[src/rtl/fr_eager_fork_join_pkg.sv]
// +------------------------------------------------------------------+
// | fr_pkg : shared direction indices and config type for fork/join  |
// | Rev 1.0                                                          |
// +------------------------------------------------------------------+
`default_nettype none

package fr_pkg;

  localparam int DIR_N    = 0;
  localparam int DIR_E    = 1;
  localparam int DIR_S    = 2;
  localparam int DIR_W    = 3;
  localparam int DIR_FU   = 4;
  localparam int NUM_DIRS = 5;
  localparam int DIR_SEL_W = $clog2(NUM_DIRS);

  typedef struct packed {
    logic [NUM_DIRS-1:0]  join_mask;
    logic [NUM_DIRS-1:0]  fork_mask;
    logic [DIR_SEL_W-1:0] data_sel;
  } cfg_t;

endpackage

`default_nettype wire

[src/rtl/fr_eager_fork_join_tracker.sv]
// +------------------------------------------------------------------+
// | eager_fork_tracker : per-output delivery state for one token     |
// | Rev 1.0                                                          |
// +------------------------------------------------------------------+
`default_nettype none

module eager_fork_tracker #(
  parameter int NUM_OUT = 5
) (
  input  logic               clock,
  input  logic               reset,
  input  logic               full,
  input  logic [NUM_OUT-1:0] fork_mask,
  input  logic [NUM_OUT-1:0] out_ready,
  input  logic               clear,
  output logic [NUM_OUT-1:0] out_valid,
  output logic               complete
);

  logic [NUM_OUT-1:0] done_q;
  logic [NUM_OUT-1:0] done_d;
  logic [NUM_OUT-1:0] hs;

  always_ff @(posedge clock) begin
    if (reset) begin
      done_q <= '0;
    end else begin
      done_q <= done_d;
    end
  end

  // An output that has already taken the token drops valid until the next one.
  always_comb begin
    out_valid = {NUM_OUT{full}} & fork_mask & ~done_q;
    hs        = out_valid & out_ready;
    complete  = full & (&(~fork_mask | done_q | hs));
  end

  always_comb begin
    done_d = done_q | hs;
    if (clear || complete) begin
      done_d = '0;
    end
  end

endmodule

`default_nettype wire

[src/rtl/fr_eager_fork_join.sv]
// +------------------------------------------------------------------+
// | fr_eager_fork_join : masked join into a one-entry buffer,        |
// | eager fork to masked outputs. Rev 1.0                            |
// +------------------------------------------------------------------+
`default_nettype none

module fr_eager_fork_join
  import fr_pkg::*;
#(
  parameter int NUM_IN  = NUM_DIRS,
  parameter int NUM_OUT = NUM_DIRS,
  parameter int WIDTH   = 32,
  parameter int CNT_W   = 16
) (
  input  logic                                  clock,
  input  logic                                  reset,
  input  logic                                  cfg_en,
  input  logic [NUM_IN-1:0]                     cfg_join_mask,
  input  logic [NUM_OUT-1:0]                    cfg_fork_mask,
  input  logic [((NUM_IN > 1) ? $clog2(NUM_IN) : 1)-1:0] cfg_data_sel,
  output logic                                  cfg_ready,
  input  logic [NUM_IN-1:0]                     in_valid,
  input  logic [NUM_IN*WIDTH-1:0]               in_data,
  output logic [NUM_IN-1:0]                     in_ready,
  output logic [NUM_OUT-1:0]                    out_valid,
  output logic [WIDTH-1:0]                      out_data,
  input  logic [NUM_OUT-1:0]                    out_ready,
  output logic [CNT_W-1:0]                      tok_count
);

  localparam int SEL_W = (NUM_IN > 1) ? $clog2(NUM_IN) : 1;

  logic               full_q,      full_d;
  logic [NUM_IN-1:0]  join_mask_q, join_mask_d;
  logic [NUM_OUT-1:0] fork_mask_q, fork_mask_d;
  logic [SEL_W-1:0]   sel_q,       sel_d;
  logic [WIDTH-1:0]   data_q,      data_d;
  logic [CNT_W-1:0]   tok_count_q, tok_count_d;

  logic               fire;
  logic               complete;
  logic [WIDTH-1:0]   cap_data;

  eager_fork_tracker #(
    .NUM_OUT (NUM_OUT)
  ) u_tracker (
    .clock     (clock),
    .reset     (reset),
    .full      (full_q),
    .fork_mask (fork_mask_q),
    .out_ready (out_ready),
    .clear     (fire),
    .out_valid (out_valid),
    .complete  (complete)
  );

  always_ff @(posedge clock) begin
    if (reset) begin
      full_q      <= 1'b0;
      join_mask_q <= '0;
      fork_mask_q <= '0;
      sel_q       <= '0;
      data_q      <= '0;
      tok_count_q <= '0;
    end else begin
      full_q      <= full_d;
      join_mask_q <= join_mask_d;
      fork_mask_q <= fork_mask_d;
      sel_q       <= sel_d;
      data_q      <= data_d;
      tok_count_q <= tok_count_d;
    end
  end

  // Out-of-range selects match no channel and capture zero.
  always_comb begin
    cap_data = '0;
    for (int i = 0; i < NUM_IN; i++) begin
      if (sel_q == SEL_W'(i)) begin
        cap_data = in_data[i*WIDTH +: WIDTH];
      end
    end
  end

  // Draining and refilling in the same cycle gives the combinational out_ready -> in_ready path.
  always_comb begin
    fire = (|join_mask_q) & (&(~join_mask_q | in_valid)) & (~full_q | complete);
  end

  always_comb begin
    full_d      = full_q;
    data_d      = data_q;
    join_mask_d = join_mask_q;
    fork_mask_d = fork_mask_q;
    sel_d       = sel_q;
    tok_count_d = tok_count_q;
    if (fire) begin
      full_d = 1'b1;
      data_d = cap_data;
    end else if (complete) begin
      full_d = 1'b0;
    end
    if (complete) begin
      tok_count_d = tok_count_q + 1'b1;
    end
    if (cfg_en && !full_q) begin
      join_mask_d = cfg_join_mask;
      fork_mask_d = cfg_fork_mask;
      sel_d       = cfg_data_sel;
    end
  end

  always_comb begin
    cfg_ready = ~full_q;
    in_ready  = join_mask_q & {NUM_IN{fire}};
    out_data  = data_q;
    tok_count = tok_count_q;
  end

endmodule

`default_nettype wire
[config.mk]
export PLATFORM = sky130hd
export DESIGN_NAME = fr_eager_fork_join
export DESIGN_NICKNAME = d
export VERILOG_FILES = /design/src/rtl/fr_eager_fork_join_pkg.sv /design/src/rtl/fr_eager_fork_join_tracker.sv /design/src/rtl/fr_eager_fork_join.sv
export SDC_FILE = /design/constraint.sdc
export NUM_CORES = 1
export LEC_CHECK = 0
export CAP_MARGIN = 20
export CORE_MARGIN = 2
export CORE_UTILIZATION = 39
export CTS_BUF_LIST = sky130_fd_sc_hd__clkbuf_16
export DETAILED_ROUTE_END_ITERATION = 10
export GPL_ROUTABILITY_DRIVEN = 0
export PLACE_DENSITY_LB_ADDON = 0.08
export SLEW_MARGIN = 10
export SYNTH_ARGS = -nofsm -noshare
export SYNTH_HDL_FRONTEND = slang
export SYNTH_SLANG_ARGS = --single-unit
[constraint.sdc]
create_clock -name clock -period 2.81 [get_ports clock]
set_clock_uncertainty 0.2 [all_clocks]
set_input_delay 0.562 -clock clock [delete_from_list [all_inputs] [get_ports clock]]
set_output_delay 0.562 -clock clock [all_outputs]
set_load 0.02 [all_outputs]
==> reports/metrics.cfg <==
[sta]
worst_pin_slew_ns = 0.609
setup_viol = 0
hold_violations = 0
max_freq_mhz = 360
drv_slew = 0
max-slew-margin-rel = 0.594
fin_crit_sh = 0.990
finalCriticalPeriod_ns = 2.78

[floorplanning]
dieHeight_um = 108
start_util = 0.404
rows = 37
core-area_sq_um = 10400
io_pins = 245
die_width_um = 108
die-area_sq_um = 11600

[cells_and_area]
final_nets = 965
regArea_sq_um = 1350
drive_above_1_share = 0.128
multiInputGateArea_sq_um = 2670
diodes = 0
fillCellCount = 860
final_cell_area_sq_um = 7210
area.growth.synth_to_final_pct = 71.6
final_util = 0.693

[clock_network]
clkLatencyLatePin_ns = 0.33
clock-sinks = 67
cts_buffers = 9
clk_pin_slew_ns = 0.06
htree_num_levels = 3
cts_hold_buffers = 0
clock_path_buffers = 2
cts_root_buffer = clkbuf_16
cts_tree = built

[yosys]
synth_commonest_cells = nand2_1 (74), dfxtp_1 (67), a21oi_1 (53), o21ai_0 (38)
ys_ff_latch = 67
post-synth-top-area-cell = dfxtp_1
syn_area_per_cell_sq_um = 7.77
synth_area_leaders = dfxtp_1 (32%), mux2_2 (8.6%), mux2i_1 (7.6%)
synth_ff_type = dfxtp_1
synthCells = 541
postSynth.asyncResetShare = 0
synth_edf_count = 0
yosysTopAreaCellShare = 0.319
yosysSeqAreaShare = 0.319
syn-num-nets = 728
yosysMostFrequentCell = nand2_1
ys_types = 39
synth_warnings = 0
netlist_area_sq_um = 4200

[placement]
port_buffers = 244
hpwl_um = 11800
placed_cell_area_sq_um = 6840

[worst_setup_path]
criticalPathCategory = input pin to output pin
cp_max_fo = 3
critPathCaptureType = output pin
start_kind = input pin
critPathRequiredTime_ns = 2.05
cp.arrival_ns = 2.02
reg2regPathDepth = 8
cp-endpoint = in_ready[3]
r2r-end = out_data[1]$_SDFFE_PP0P_
cp-startpoint = in_valid[2]
rrSetupSlack_ns = 0.43
rr_startpoint = u_tracker.done_q[0]$_SDFF_PP0_

[route]
vias = 4962
first_iter_violations = 195
routed_via_density = 5.40
drc = 0
drt-total-wl_um = 15700
post_drt_wl_per_cell_um = 17.1
drtPass1Iterations = 5
antenna_left = 0

[run]
maxCapViolCount = 0

[power_and_ir_drop]
vdd_drop_max_mv = 0.308
power_density_nw_per_um2 = 526
p_leak_uw = 0.00255

[global_route]
grt_usage = 0.266
grt_pass1_wl_um = 24500
antenna_found_initial = 0
first_global_vias = 4926
grt_overflow = 0
grt_max_degree = 37

[outcome]
status = finished, final reports clean

[worst_hold_path]
hp-class = flop to flop

cells by family (layout without fill, tap and decap cells):
logic type,count (synthesis),after routing,synth area share
xor gates and xnor gates,8,8,0.0167
adders and majority gates,1,1,0.00298
muxes,64,64,0.162
buffers and inverters,56,298,0.0571
AOI/OAI and AO/OA,103,103,0.131
and+or+nand+nor,242,242,0.312
DFF,67,67,0.319
how the worst min path moves through the flow:
stage,startpoint,to,slack [ns],cells after the start
after floorplan,join_mask_q[3]$_SDFFE_PP0P_,join_mask_q[3]$_SDFFE_PP0P_,0.24,2
after global placement,join_mask_q[3]$_SDFFE_PP0P_,join_mask_q[3]$_SDFFE_PP0P_,0.26,2
after detailed placement,sel_q[0]$_SDFFE_PP0P_,sel_q[0]$_SDFFE_PP0P_,0.28,2
after CTS,sel_q[0]$_SDFFE_PP0P_,sel_q[0]$_SDFFE_PP0P_,0.28,2
after global routing,fork_mask_q[0]$_SDFFE_PP0P_,fork_mask_q[0]$_SDFFE_PP0P_,0.31,2
final,sel_q[0]$_SDFFE_PP0P_,sel_q[0]$_SDFFE_PP0P_,0.28,2
sequential cells by signal (all words and copies together) (netlist names):
register / flops
fork_mask_q: 5
join_mask_q: 5
tok_count: 16
out_data: 32
full_q: 1
sel_q: 3
u_tracker.done_q: 5
per-layer routing:
metal,GRT usage,share of wire
met5,0,0
met4,0.0989,0.023
met3,0.0617,0.074
met2,0.467,0.51
met1,0.313,0.39
layout by cell type, fill, tap and decap left out, drive strengths merged, types with 2 or more instances in the layout:
| cell type | n |
|---|---|
| nand3 | 4 |
| nand4 | 10 |
| buf | 37 |
| o21ai | 38 |
| nor3 | 37 |
| nand2b | 2 |
| mux2i | 32 |
| clkbuf | 10 |
| and4 | 2 |
| nor2 | 17 |
| and3 | 9 |
| clkdlybuf4s50 | 232 |
| inv | 6 |
| or4 | 2 |
| a31oi | 5 |
| dfxtp | 67 |
| xnor2 | 2 |
| nor2b | 7 |
| clkinv | 2 |
| nor4 | 38 |
| nor3b | 32 |
| clkinvlp | 2 |
| clkdlybuf4s15 | 3 |
| a21oi | 54 |
| mux2 | 32 |
| nand2 | 74 |
| xor2 | 6 |
| dlygate4sd2 | 5 |
| or3 | 6 |
layout make-up:
| class | instances | share of cell area |
|---|---|---|
| repair buffers | 277 | 0.374 |
| multi-input cells | 418 | 0.370 |
| flip-flops and latches | 67 | 0.187 |
| clock buffers | 10 | 0.0347 |
| well taps | 136 | 0.0236 |
| clock inverters | 6 | 0.00850 |
| inverters | 5 | 0.00260 |
what timing repair did:
item | in CTS | in global routing
setup buffers | 5 | 2
gates resized for setup | 35 | 2
endpoints found under the hold margin | 0 | 0
pin swaps | 6 | 4
setup endpoints to repair | 5 | 5
gates cloned | 0 | 0
power breakdown:
group	switching (uW)	internal [uW]
logic	714	750
registers	90.6	1070
clock network	428	737
total	1230	2560
critical path: stages:
cell and delay, ns:
clkdlybuf4s50_1 0.46, nor2b_1 0.06, or4_4 0.57, nor3_2 0.21, buf_4 0.17
per-stage QoR:
step,setup TNS [ns],cells,hold WS (ns),setup WS [ns],total power (uW)
6_report,0,919,0.283,0.0290,3800
5_1_grt,-0.0225,919,0.308,-0.0113,3980
4_1_cts,0,918,0.282,0.000183,3800
3_5_place_dp,-3.89,897,0.275,-0.630,2610
3_3_place_gp,-2.75,897,0.261,-0.545,2590
2_1_floorplan,-0.0125,541,0.244,-0.00626,1910
Power figures use the tool's default switching activity.
